--- config.mk ---
export PLATFORM = sky130hd
export DESIGN_NAME = seg_scroll_ctrl
export DESIGN_NICKNAME = d
export VERILOG_FILES = /design/src/rtl/seg_scroll_ctrl.sv
export SDC_FILE = /design/constraint.sdc
export NUM_CORES = 1
export LEC_CHECK = 0
export ABC_AREA = 1
export CORE_MARGIN = 3
export CORE_UTILIZATION = 49
export DETAILED_ROUTE_END_ITERATION = 7
export GPL_TIMING_DRIVEN = 0
export HOLD_SLACK_MARGIN = 0.15
export PLACE_DENSITY = 0.72
export SLEW_MARGIN = 20
export SYNTH_ARGS = -nofsm -noshare
export SYNTH_HDL_FRONTEND = slang
export SYNTH_SLANG_ARGS = --single-unit
--- constraint.sdc ---
create_clock -name Clk -period 2.6 [get_ports Clk]
set_clock_uncertainty 0.05 [all_clocks]
set_input_delay 0.52 -clock Clk [delete_from_list [all_inputs] [get_ports Clk]]
set_output_delay 0.52 -clock Clk [all_outputs]
set_load 0.02 [all_outputs]
--- src/rtl/seg_scroll_ctrl.sv ---
// Four-digit multiplexed seven-segment scroller with run/hold/idle control.
// Define SEG_BLINK_EN to blank the display on alternate scroll periods in HOLD.
module seg_scroll_ctrl #(
  parameter int REFRESH_DIV   = 4,
  parameter int SCROLL_FRAMES = 2,
  parameter int MSG_LEN       = 5
) (
  input  logic       Clk,
  input  logic       Reset,
  input  logic       start,
  input  logic       stop,
  input  logic       wr_en,
  input  logic [3:0] wr_addr,
  input  logic [7:0] wr_data,
  output logic [3:0] an,
  output logic [7:0] seg,
  output logic       busy,
  output logic       wrap
);

  localparam int RW = $clog2(REFRESH_DIV);
  localparam int FW = (SCROLL_FRAMES > 1) ? $clog2(SCROLL_FRAMES) : 1;

  typedef enum logic [1:0] {
    IDLE = 2'd0,
    RUN  = 2'd1,
    HOLD = 2'd2
  } state_t;

  state_t          state_q, state_d;
  logic [RW-1:0]   rc_q, rc_d;
  logic [1:0]      d_q, d_d;
  logic [FW-1:0]   fc_q, fc_d;
  logic [3:0]      off_q, off_d;
  logic [7:0]      msg_q [16];
  logic [7:0]      msg_d [16];
  logic [3:0]      an_q, an_d;
  logic [7:0]      seg_q, seg_d;
  logic            wrap_q, wrap_d;
  logic            tick, frame_end, step;
  logic            blank;
  logic [4:0]      sum;
  logic [3:0]      idx;

  function automatic logic [7:0] def_code(input int i);
    case (i)
      0:       return 8'hC7;
      1:       return 8'hA3;
      2:       return 8'hC7;
      3:       return 8'hEF;
      4:       return 8'h89;
      default: return 8'hFF;
    endcase
  endfunction

  assign tick      = (state_q != IDLE) && (rc_q == RW'(REFRESH_DIV - 1));
  assign frame_end = tick && (d_q == 2'd3);
  assign step      = frame_end && (fc_q == FW'(SCROLL_FRAMES - 1));

  always_comb begin
    state_d = state_q;
    unique case (state_q)
      IDLE:    if (start && !stop) state_d = RUN;
      RUN:     if (stop) state_d = HOLD;
      HOLD: begin
        if (stop)       state_d = IDLE;
        else if (start) state_d = RUN;
      end
      default: state_d = IDLE;
    endcase
  end

  always_comb begin
    rc_d   = rc_q;
    d_d    = d_q;
    fc_d   = fc_q;
    off_d  = off_q;
    wrap_d = 1'b0;
    if (state_q == IDLE) begin
      rc_d  = '0;
      d_d   = '0;
      fc_d  = '0;
      off_d = '0;
    end else begin
      rc_d = tick ? '0 : rc_q + 1'b1;
      if (tick) d_d = d_q + 2'd1;
      if (frame_end) fc_d = step ? '0 : fc_q + 1'b1;
      // Offset only moves while running; HOLD freezes the message
      if (step && state_q == RUN) begin
        if (off_q == 4'(MSG_LEN - 1)) begin
          off_d  = '0;
          wrap_d = 1'b1;
        end else begin
          off_d = off_q + 4'd1;
        end
      end
    end
  end

  always_comb begin
    msg_d = msg_q;
    if (wr_en && ({1'b0, wr_addr} < 5'(MSG_LEN)))
      msg_d[wr_addr] = wr_data;
  end

`ifdef SEG_BLINK_EN
  logic blink_q, blink_d;

  always_comb begin
    blink_d = 1'b0;
    if (state_q == HOLD) blink_d = step ? ~blink_q : blink_q;
  end

  always_ff @(posedge Clk or posedge Reset) begin
    if (Reset) blink_q <= 1'b0;
    else       blink_q <= blink_d;
  end

  assign blank = (state_q == IDLE) || (state_q == HOLD && blink_q);
`else
  assign blank = (state_q == IDLE);
`endif

  assign sum = {1'b0, off_q} + {3'b000, d_q};
  assign idx = 4'(sum % 5'(MSG_LEN));

  always_comb begin
    an_d  = 4'hF;
    seg_d = 8'hFF;
    if (!blank) begin
      an_d  = ~(4'b1000 >> d_q);
      seg_d = msg_q[idx];
    end
  end

  always_ff @(posedge Clk or posedge Reset) begin
    if (Reset) begin
      state_q <= IDLE;
      rc_q    <= '0;
      d_q     <= '0;
      fc_q    <= '0;
      off_q   <= '0;
      an_q    <= 4'hF;
      seg_q   <= 8'hFF;
      wrap_q  <= 1'b0;
      for (int i = 0; i < 16; i++) msg_q[i] <= def_code(i);
    end else begin
      state_q <= state_d;
      rc_q    <= rc_d;
      d_q     <= d_d;
      fc_q    <= fc_d;
      off_q   <= off_d;
      an_q    <= an_d;
      seg_q   <= seg_d;
      wrap_q  <= wrap_d;
      msg_q   <= msg_d;
    end
  end

  assign an   = an_q;
  assign seg  = seg_q;
  assign wrap = wrap_q;
  assign busy = (state_q != IDLE);

endmodule
# [Word-level counts from Yosys, hierarchy flattened]
# Cells that the tools add are included.
[totals] regBits=152 inputBits=17 output_inout_bits=14 elab_cells=86
[op_classes] add_sub_neg=5 div=1 magnitude_cmp=4 eq_ne=8 shifts=1 n_mux=26 bitwise_logic=3 n_reduce_logical=14
[ops] op="$bwmux W128" n=1
[ops] op="$bmux W8 S4" n=1
[ops] op="$demux W8 S4" n=1
[ops] op="$mux W8" n=4
[ops] op="$mux W2" n=8
[ops] op="$mux W4" n=4
[ops] op="$ge A5 B5 Y1 const B" n=2
[ops] op="$not A4 Y5" n=2
[ops] op="$reduce_bool A2 Y1" n=4
[ops] op="$logic_and A1 B1 Y1" n=7
[ops] op="$eq A2 B2 Y1 const B" n=3
[ops] op="$mux W1" n=6
[ops] op="$pmux W2 S3" n=1
[ops] op="$add A4 B2 Y5" n=1
[ops] op="$lt A5 B1 Y1 const B" n=1
[ops] op="$mod A5 B3 Y5 const B" n=1
[ops] op="$add A2 B1 Y2 const B" n=2
[ops] op="$add A4 B1 Y4 const B" n=1
[ops] op="$eq A4 B3 Y1 const B" n=1
[ops] op="$lt A4 B3 Y1 const B" n=1
[ops] op="$not A4 Y4" n=1
[ops] op="$shr A4 B2 Y4 const A" n=1
[ops] op="$ne A3 B3 Y1 const B" n=1
[ops] op="$reduce_and A3 Y1" n=1
[ops] op="other kinds (6)" n=6

# [Longest topological paths before layout]
# Gate-level depths: netlist of run 1.
[depth] ltp_word=7 ltp_mapped=22 ltp_nobuf=21

# [Worst setup path after synthesis of run 1]
# No wires, ideal clock.
[synth_path] path_type="register to register" startpoint="register d_q[0]" endpoint="register seg_q[2] (netlist: seg[2])" setup_ps=95 arrival_ps=2419 required_ps=2455 path_slack_ps=37 path_stages_with_launch=20 n_path_buf=1 period_less_slack_ps=2563 path_cell_list="dfrtp_1 > ha_1 > inv_1 > fa_1 > inv_1 > nand2_2 > nand2_4 > nand3_4 > nand2_4 > nand3_2 > nand2_2 > nand2_4 > nand2_4 > nand2_4 > a21oi_2 > nand2b_1 > buf_2 > nand3_1 > nand2_1 > nand2_1"
[synth_between] elab_chain_len=7
[synth_rtl] element="from (decl)" line="32" rtl="logic [1:0] d_q, d_d;"
[synth_rtl] element="from (signal assigned)" line="140" rtl="d_q <= '0;"
[synth_rtl] element="from (signal assigned)" line="150" rtl="d_q <= d_d;"
[synth_rtl] element="$add A4 B2 Y5" line="124" rtl="assign sum = {1'b0, off_q} + {3'b000, d_q};"
[synth_rtl] element="$mod A5 B3 Y5" line="125" rtl="assign idx = 4'(sum % 5'(MSG_LEN));"
[synth_rtl] element="$not A4 Y5 (implied by the code)" line="132" rtl="seg_d = msg_q[idx];"
[synth_rtl] element="$bmux W8 S4" line="132"
[synth_rtl] element="$mux W8 (implied by the code) (2 in series)" line="132"
[synth_rtl] element="$mux W8" line="130" rtl="if (!blank) begin"
[synth_rtl] element="via seg_d[2]" line="38" rtl="logic [7:0] seg_q, seg_d;"
[synth_rtl] element="to (signal assigned)" line="154" rtl="seg_q <= seg_d;"
[synth_rtl] element="to (decl)" line="38"
# The timed path passes the listed nets, and every way through them passes these cells. The select of a mux whose other input is x is not followed.
# A chain may end at the register's enable or synchronous reset.

# [Worst setup path in the final report of run 1]
[layout_path] startpoint="register d_q[0]" endpoint="register seg_q[4] (netlist: seg[4])"
# The elaborated chain is that of the path after synthesis.

==> summary.md, run 1 <==
| Metric | Value |
|---|---|
| HPWL Detailed | `6080 um` |
| Post-Route WL | `9000 um` |
| Synth-to-Final Area Change | `29.3%` |
| Hold Buf Count CTS | `0` |
| Post-synth ARST share | `100%` |
| Final Power | `3.82 mW` |
| Chip width | `93.4 um` |
| Register area share after synthesis | `49.6%` |
| Max Transition Viols Final | `0` |
| RSZ-0062 raised after global routing | `yes` |
| Reg clk slew, reported paths | `80 ps` |
| Via density | `5.16` |
| Register area | `1860 um2` |
| Switch Pwr | `1.31 mW` |
| Row cnt | `31` |
| Core area | `7330 um2` |
| Min-delay worst type | `flop to flop` |
| CP arrival | `2910 ps` |
| Initial antenna violation count | `0` |
| Max_cap viols | `0` |
| Cts bufs inserted | `9` |
| Area of the multi-input gates | `1710 um2` |
| All-Layer GR Usage | `21.2%` |
| Final-report hold violation count | `0` |
| Cell Area, Synth | `3740 um2` |
| First drt pass iteration count | `4` |
| Sw Ratio | `34.3%` |
| Final setup vio count | `8` |
| IO Pins | `31` |
| Routability cong. | `0.965` |
| Mean Syn Cell Area | `8.29 um2` |
| Most common cell in the netlist | `nand2_1` |
| Number of synthesized flops with an enable pin | `0` |
| Total congestion overflow | `0` |
| Tmin final | `2700 ps` |
| Yosys reg bits | `72` |
| Synth area leader | `dfstp_2` |
| Share of cells above drive strength 1 | `29.4%` |
| Yosys Warn Count | `0` |
| CP Capture Type | `flop` |
| Largest net degree at the start of global routing | `41` |
| Starting density of the core | `51.0%` |
| WHS | `391 ps` |
| Failing checks | `setup timing` |
| Post-synth top area share | `30.9%` |
| Top FF cell, synth | `dfstp_2` |
| Setup TNS | `-729 ps` |
| Yosys cell types | `32` |
| Reg power frac | `38.7%` |
| CTS HTree Levels | `3` |
| Die area | `8720 um2` |
| First-pass GRT wire length | `14100 um` |
| Synth Instances | `451` |
| DR WL/cell | `14.6 um` |
| Synth top cells by count | `nand2_1 (110), inv_1 (67), nand3_1 (59), o21ai_0 (45), dfstp_2 (44)` |
| Worst skew pair latency | `350 ps` |
| Leak pwr | `2.32 nW` |
| Vias in the first global route | `3008` |
| DR iter-0 viols | `217` |
| Fill count | `587` |
| Clk root buf | `clkbuf_8` |
| Worst slew margin | `66.1%` |
| Data required time at the worst endpoint | `2810 ps` |
| Worst-case clock buffer depth | `2` |
| Port Buffers | `30` |
| Mapped Nets | `478` |
| DRC Markers | `0` |
| Worst slew pin tran | `508 ps` |
| PnR worst setup slack | `-100 ps` |
| VDD IR-drop max | `0.435 mV` |
| CP max FO | `6` |
| Max Freq | `0.370 GHz` |
| Die H | `93.4 um` |
| Int Pwr | `2.51 mW` |
| Synth area leaders | `dfstp_2 (31%), dfrtp_1 (19%), nand2_1 (11%), nand3_1 (7.9%), inv_1 (6.7%)` |
| CTS Sinks | `72` |
| Ant diodes | `0` |
| Post-route ant nets | `0` |
| Combinational cell fraction of total power | `34.9%` |
| Post-route clock period utilization | `104%` |
| Critical path class | `flop to flop` |
| CTS tree | `done` |
| PwrDens | `790 nW/um2` |
| Clock group share of total power | `26.4%` |
| Nets@finish | `539` |
| Type of element launching the critical path | `flop` |
| Outcome | `finished with violations` |
| Via count | `3179` |
-- power groups by stage --
| stage | registers (mW) | clock network [mW] | logic, mW |
|---|---|---|---|
| after global routing | 1.50 | 1.07 | 1.47 |
| after global placement | 1.49 | 0 | 1.02 |
| after detailed placement | 1.50 | 0 | 1.05 |
| after CTS | 1.48 | 1.02 | 1.18 |
| final | 1.48 | 1.01 | 1.33 |
| after floorplan | 1.53 | 0 | 0.696 |
-- layout make-up --
| type | instances | share of cell area, % |
|---|---|---|
| Sequential cell | 72 | 38.4 |
| Multi-Input combinational cell | 287 | 35.4 |
| Timing Repair Buffer | 51 | 10.5 |
| Inverter | 71 | 5.64 |
| Clock buffer | 10 | 2.85 |
| Buffer | 20 | 2.72 |
| Tap cell | 99 | 2.56 |
| Clock inverter | 6 | 1.91 |
-- worst max-delay path, cell delays in order (launching register included) --
cell and delay (ps):
dfrtp_1 370, ha_2 200, inv_2 40, fa_2 380
inv_2 100, a21oi_2 60, nand2_2 90, nand2_4 70
o21a_1 200, o21ai_4 150, buf_4 140, nand3_4 130
nand2_8 150, buf_8 130, nand2_1 60, nand3_2 60
nand3_2 100, nand2_2 90, nand2_2 50
-- path summary, 6_finish.rpt --
check                        start   endpoint  slack (ps)  depth (start not counted)
min in group asynchronous    Reset  msg_q[92]         470                          2
max in group asynchronous    Reset     seg[6]        1420                          3
hold / removal             rc_q[0]    rc_q[0]         390                          1
setup / recovery            d_q[0]     seg[4]        -100                         18
hold reg to reg            rc_q[0]    rc_q[0]         390                          1
setup reg to reg            d_q[0]     seg[4]        -100                         18
-- cell families (layout without fill, tap and decap cells) --
family          Yosys count  after routing  synth area share (%)
fa+ha+maj                10             10                  3.55
simple gates            209            209                  26.5
mux                       1              1                 0.268
buf+inv                  92            158                  10.1
xor+xnor                  1              1                 0.234
compound gates           66             66                  9.67
flops                    72             72                  49.6
-- state kept, by name, summed over array words and instances (netlist names) --
| register | cells |
|---|---|
| state_q | 2 |
| seg | 8 |
| wrap | 1 |
| off_q | 4 |
| msg_q | 48 |
| d_q | 2 |
| fc_q | 1 |
| rc_q | 2 |
| an | 4 |
-- cell usage in the layout (no fill, tap or decap), drive strengths merged --
master / n
inv: 70
clkinv: 3
fa: 1
nor3: 1
a21oi: 7
nand2: 124
nor2: 18
o21ai: 55
dlygate4sd2: 1
o31ai: 2
a31oi: 1
nand3: 62
xor2: 1
clkdlybuf4s50: 29
o21a: 1
ha: 9
dfstp: 44
nand2b: 1
buf: 25
clkbuf: 26
dfrtp: 28
nand4: 3
clkinvlp: 2
bufinv: 2
mux2i: 1
-- routing by layer --
metal  share of wire, %  global-route usage (%)  up-vias  wire length, um
li1                   -                       -     1545                -
met5                  0                       0        -                0
met3                5.0                    4.18       19              450
met2                 51                    34.8       77             4610
met4                2.0                    8.30        0              178
met1                 42                    27.5     1538             3760
-- repair_timing --
item,in CTS,in global routing
setup buffers,12,6
setup endpoints to repair,9,8
pin swaps,17,21
hold endpoints to repair,0,0
gates cloned,0,2
resized for setup,37,26
-- per-stage QoR --
stage	instances	setup WS [ps]	instance area [um2]	util (%)
3_3_place_gp	580	-853	4160	56.8
3_5_place_dp	581	-346	4190	57.1
2_1_floorplan	451	36.7	3740	-
5_1_grt	616	-257	4840	66.0
4_1_cts	609	-142	4650	63.4
6_report	616	-100	4840	66.0
Note: power is estimated with default switching activity, not from simulation.
==> run 2, diff against run 1 <==
MAX_ROUTING_LAYER = met4   (was default)
==> run 2 against run 1 <==
Largest cell class unchanged; largest power group unchanged; die area is the same; the run still ends with setup timing left; sequential power hardly changed; cell count up 0.32%.
==> summary.md, run 2 (same netlist as run 1, synthesis figures left out) <==
| Metric | Value |
|---|---|
| Dpl cells | `581 (unchanged)` |
| All-Layer GR Usage | `21.5% (+0.36 points)` |
| Clk root buf | `clkbuf_8` |
| CP arrival | `3020 ps (+110 ps)` |
| CTS tree | `done` |
| Max Transition Viols Final | `0 (unchanged)` |
| R2r setup slk | `-210 ps (-110 ps)` |
| Final-report hold violation count | `0 (unchanged)` |
| Initial antenna violation count | `0 (unchanged)` |
| Starting density of the core | `51.0% (unchanged)` |
| CTS Sinks | `72 (unchanged)` |
| Synth-to-Final Area Change | `32.3%` |
| Most frequent cells in the layout | `nand2_1 (100), inv_1 (64), o21ai_0 (45)` |
| IO Pins | `31 (unchanged)` |
| Failing checks | `setup timing` |
| Leak pwr | `2.36 nW (+1.8%)` |
| DR iter-0 viols | `232 (+6.9%)` |
| Most common cell after layout, fill and taps aside | `nand2_1` |
| Type of element launching the critical path | `flop` |
| Die H | `93.4 um (unchanged)` |
| CP max FO | `8 (+2)` |
| Post-Route WL | `9520 um (+5.7%)` |
| Vias in the first global route | `3008 (unchanged)` |
| Row cnt | `31 (unchanged)` |
| Ant diodes | `0 (unchanged)` |
| Worst slew pin tran | `533 ps (+25.1 ps)` |
| Final setup vio count | `8 (unchanged)` |
| Tmin final | `2810 ps (+112 ps)` |
| VDD IR-drop max | `0.415 mV (-4.6%)` |
| PnR worst setup slack | `-212 ps (-112 ps)` |
| Final Power | `3.94 mW (+3.1%)` |
| Total congestion overflow | `0 (unchanged)` |
| Routability cong. | `0.926 (-4.1%)` |
| Die area | `8720 um2 (unchanged)` |
| Data required time at the worst endpoint | `2810 ps (about the same)` |
| Min-delay worst type | `flop to flop` |
| Port Buffers | `30 (unchanged)` |
| Worst slew margin | `64.5% (-1.7 points)` |
| Critical path class | `flop to flop` |
| Chip width | `93.4 um (unchanged)` |
| Max_cap viols | `0 (unchanged)` |
| CP Capture Type | `flop` |
| Max Freq | `0.356 GHz (-4.0%)` |
| PwrDens | `797 nW/um2 (+0.80%)` |
| Core area | `7330 um2 (unchanged)` |
| Fill count | `571 (-2.7%)` |
| First-pass GRT wire length | `14100 um (-0.35%)` |
| Register area | `1860 um2 (unchanged)` |
| Post-route clock period utilization | `108% (+4.3 points)` |
| Largest net degree at the start of global routing | `41 (unchanged)` |
| Area of the multi-input gates | `1770 um2 (+3.3%)` |
| Share of cells above drive strength 1 | `30.8% (+1.4 points)` |
| Post-route ant nets | `0 (unchanged)` |
| Layout Cells excl Fill | `618 (+0.32%)` |
| Nets@finish | `541 (+0.37%)` |
| First drt pass iteration count | `5 (+1)` |
| Via density | `5.34 (+3.4%)` |
| Reg clk slew, reported paths | `80 ps (about the same)` |
| DRC Markers | `0 (unchanged)` |
| Worst-case clock buffer depth | `2 (unchanged)` |
| DR WL/cell | `15.4 um (+5.4%)` |
| Worst skew pair latency | `350 ps (about the same)` |
| CTS HTree Levels | `3 (unchanged)` |
| Cts bufs inserted | `9 (unchanged)` |
| HPWL Detailed | `6030 um (-0.77%)` |
| RSZ-0062 raised after global routing | `yes` |
| Reg with most FFs | `msg_q` |
| Outcome | `finished with violations` |
| Via count | `3299 (+3.8%)` |
| Max reg flops | `48 (unchanged)` |
-- run 2: what timing repair did --
item / in CTS / in global routing
resized for setup: 23 / 48
cloned: 0 / 3
hold buffers: 0 / 0
pin swaps: 10 / 22
setup endpoints to repair: 9 / 8
setup buffers: 9 / 9
-- run 2: layer usage --
layer  GRT usage (%)  wire [um]  vias up
met5               -          0        -
met4            7.69        206        0
met2            34.5       4880      103
li1                -          -     1545
met1            28.3       3950     1626
met3            2.74        484       25
-- run 2: report_power, final --
part | internal [mW] | switching (mW)
clock network | 0.597 | 0.432
registers | 1.39 | 0.0945
logic | 0.604 | 0.827
-- run 2: area by class of cell --
class                   instances  area share (%)
plain buffers                  21            2.96
clock inverters                 4            1.54
clock buffers                  12            3.14
flip-flops and latches         72            37.5
repair buffers                 52            11.0
inverters                      71            5.51
multi-input cells             287            35.8
well taps                      99            2.50
-- run 2: path summary, 6_finish.rpt --
path,depth (start not counted),end,start
max,19,seg[5],off_q[0]
min,1,rc_q[0],rc_q[0]
max reg2reg,19,seg[5],off_q[0]
min reg2reg,1,rc_q[0],rc_q[0]
max in group asynchronous,3,msg_q[126],Reset
min in group asynchronous,2,msg_q[89],Reset
-- run 2: metrics by stage --
step	area (um2)	hold WS (ps)	setup TNS (ps)	setup slack (ps)	utilization [%]
3_3_place_gp	4160	373	-34380	-847	56.8
5_1_grt	4950	404	-2050	-307	67.5
3_5_place_dp	4190	383	-2700	-351	57.1
6_report	4950	392	-1280	-212	67.5
2_1_floorplan	3740	359	0	36.7	-
4_1_cts	4580	394	-953	-134	62.5
-- run 2: critical path, cell delays in order, from the launching register on --
cell      delay, ps
dfrtp_1         380
ha_2            200
inv_2            40
fa_2            390
inv_2            90
nand2_2          60
nand2_4          80
nand3_4          90
nand2_4         120
nand3_4          80
nand2_4         100
nand2_8          60
nand2_8         120
nand2_8          80
a21oi_4         190
nand2b_4        160
buf_8           140
nand3_2         100
nand2_1          90
nand2_1          70
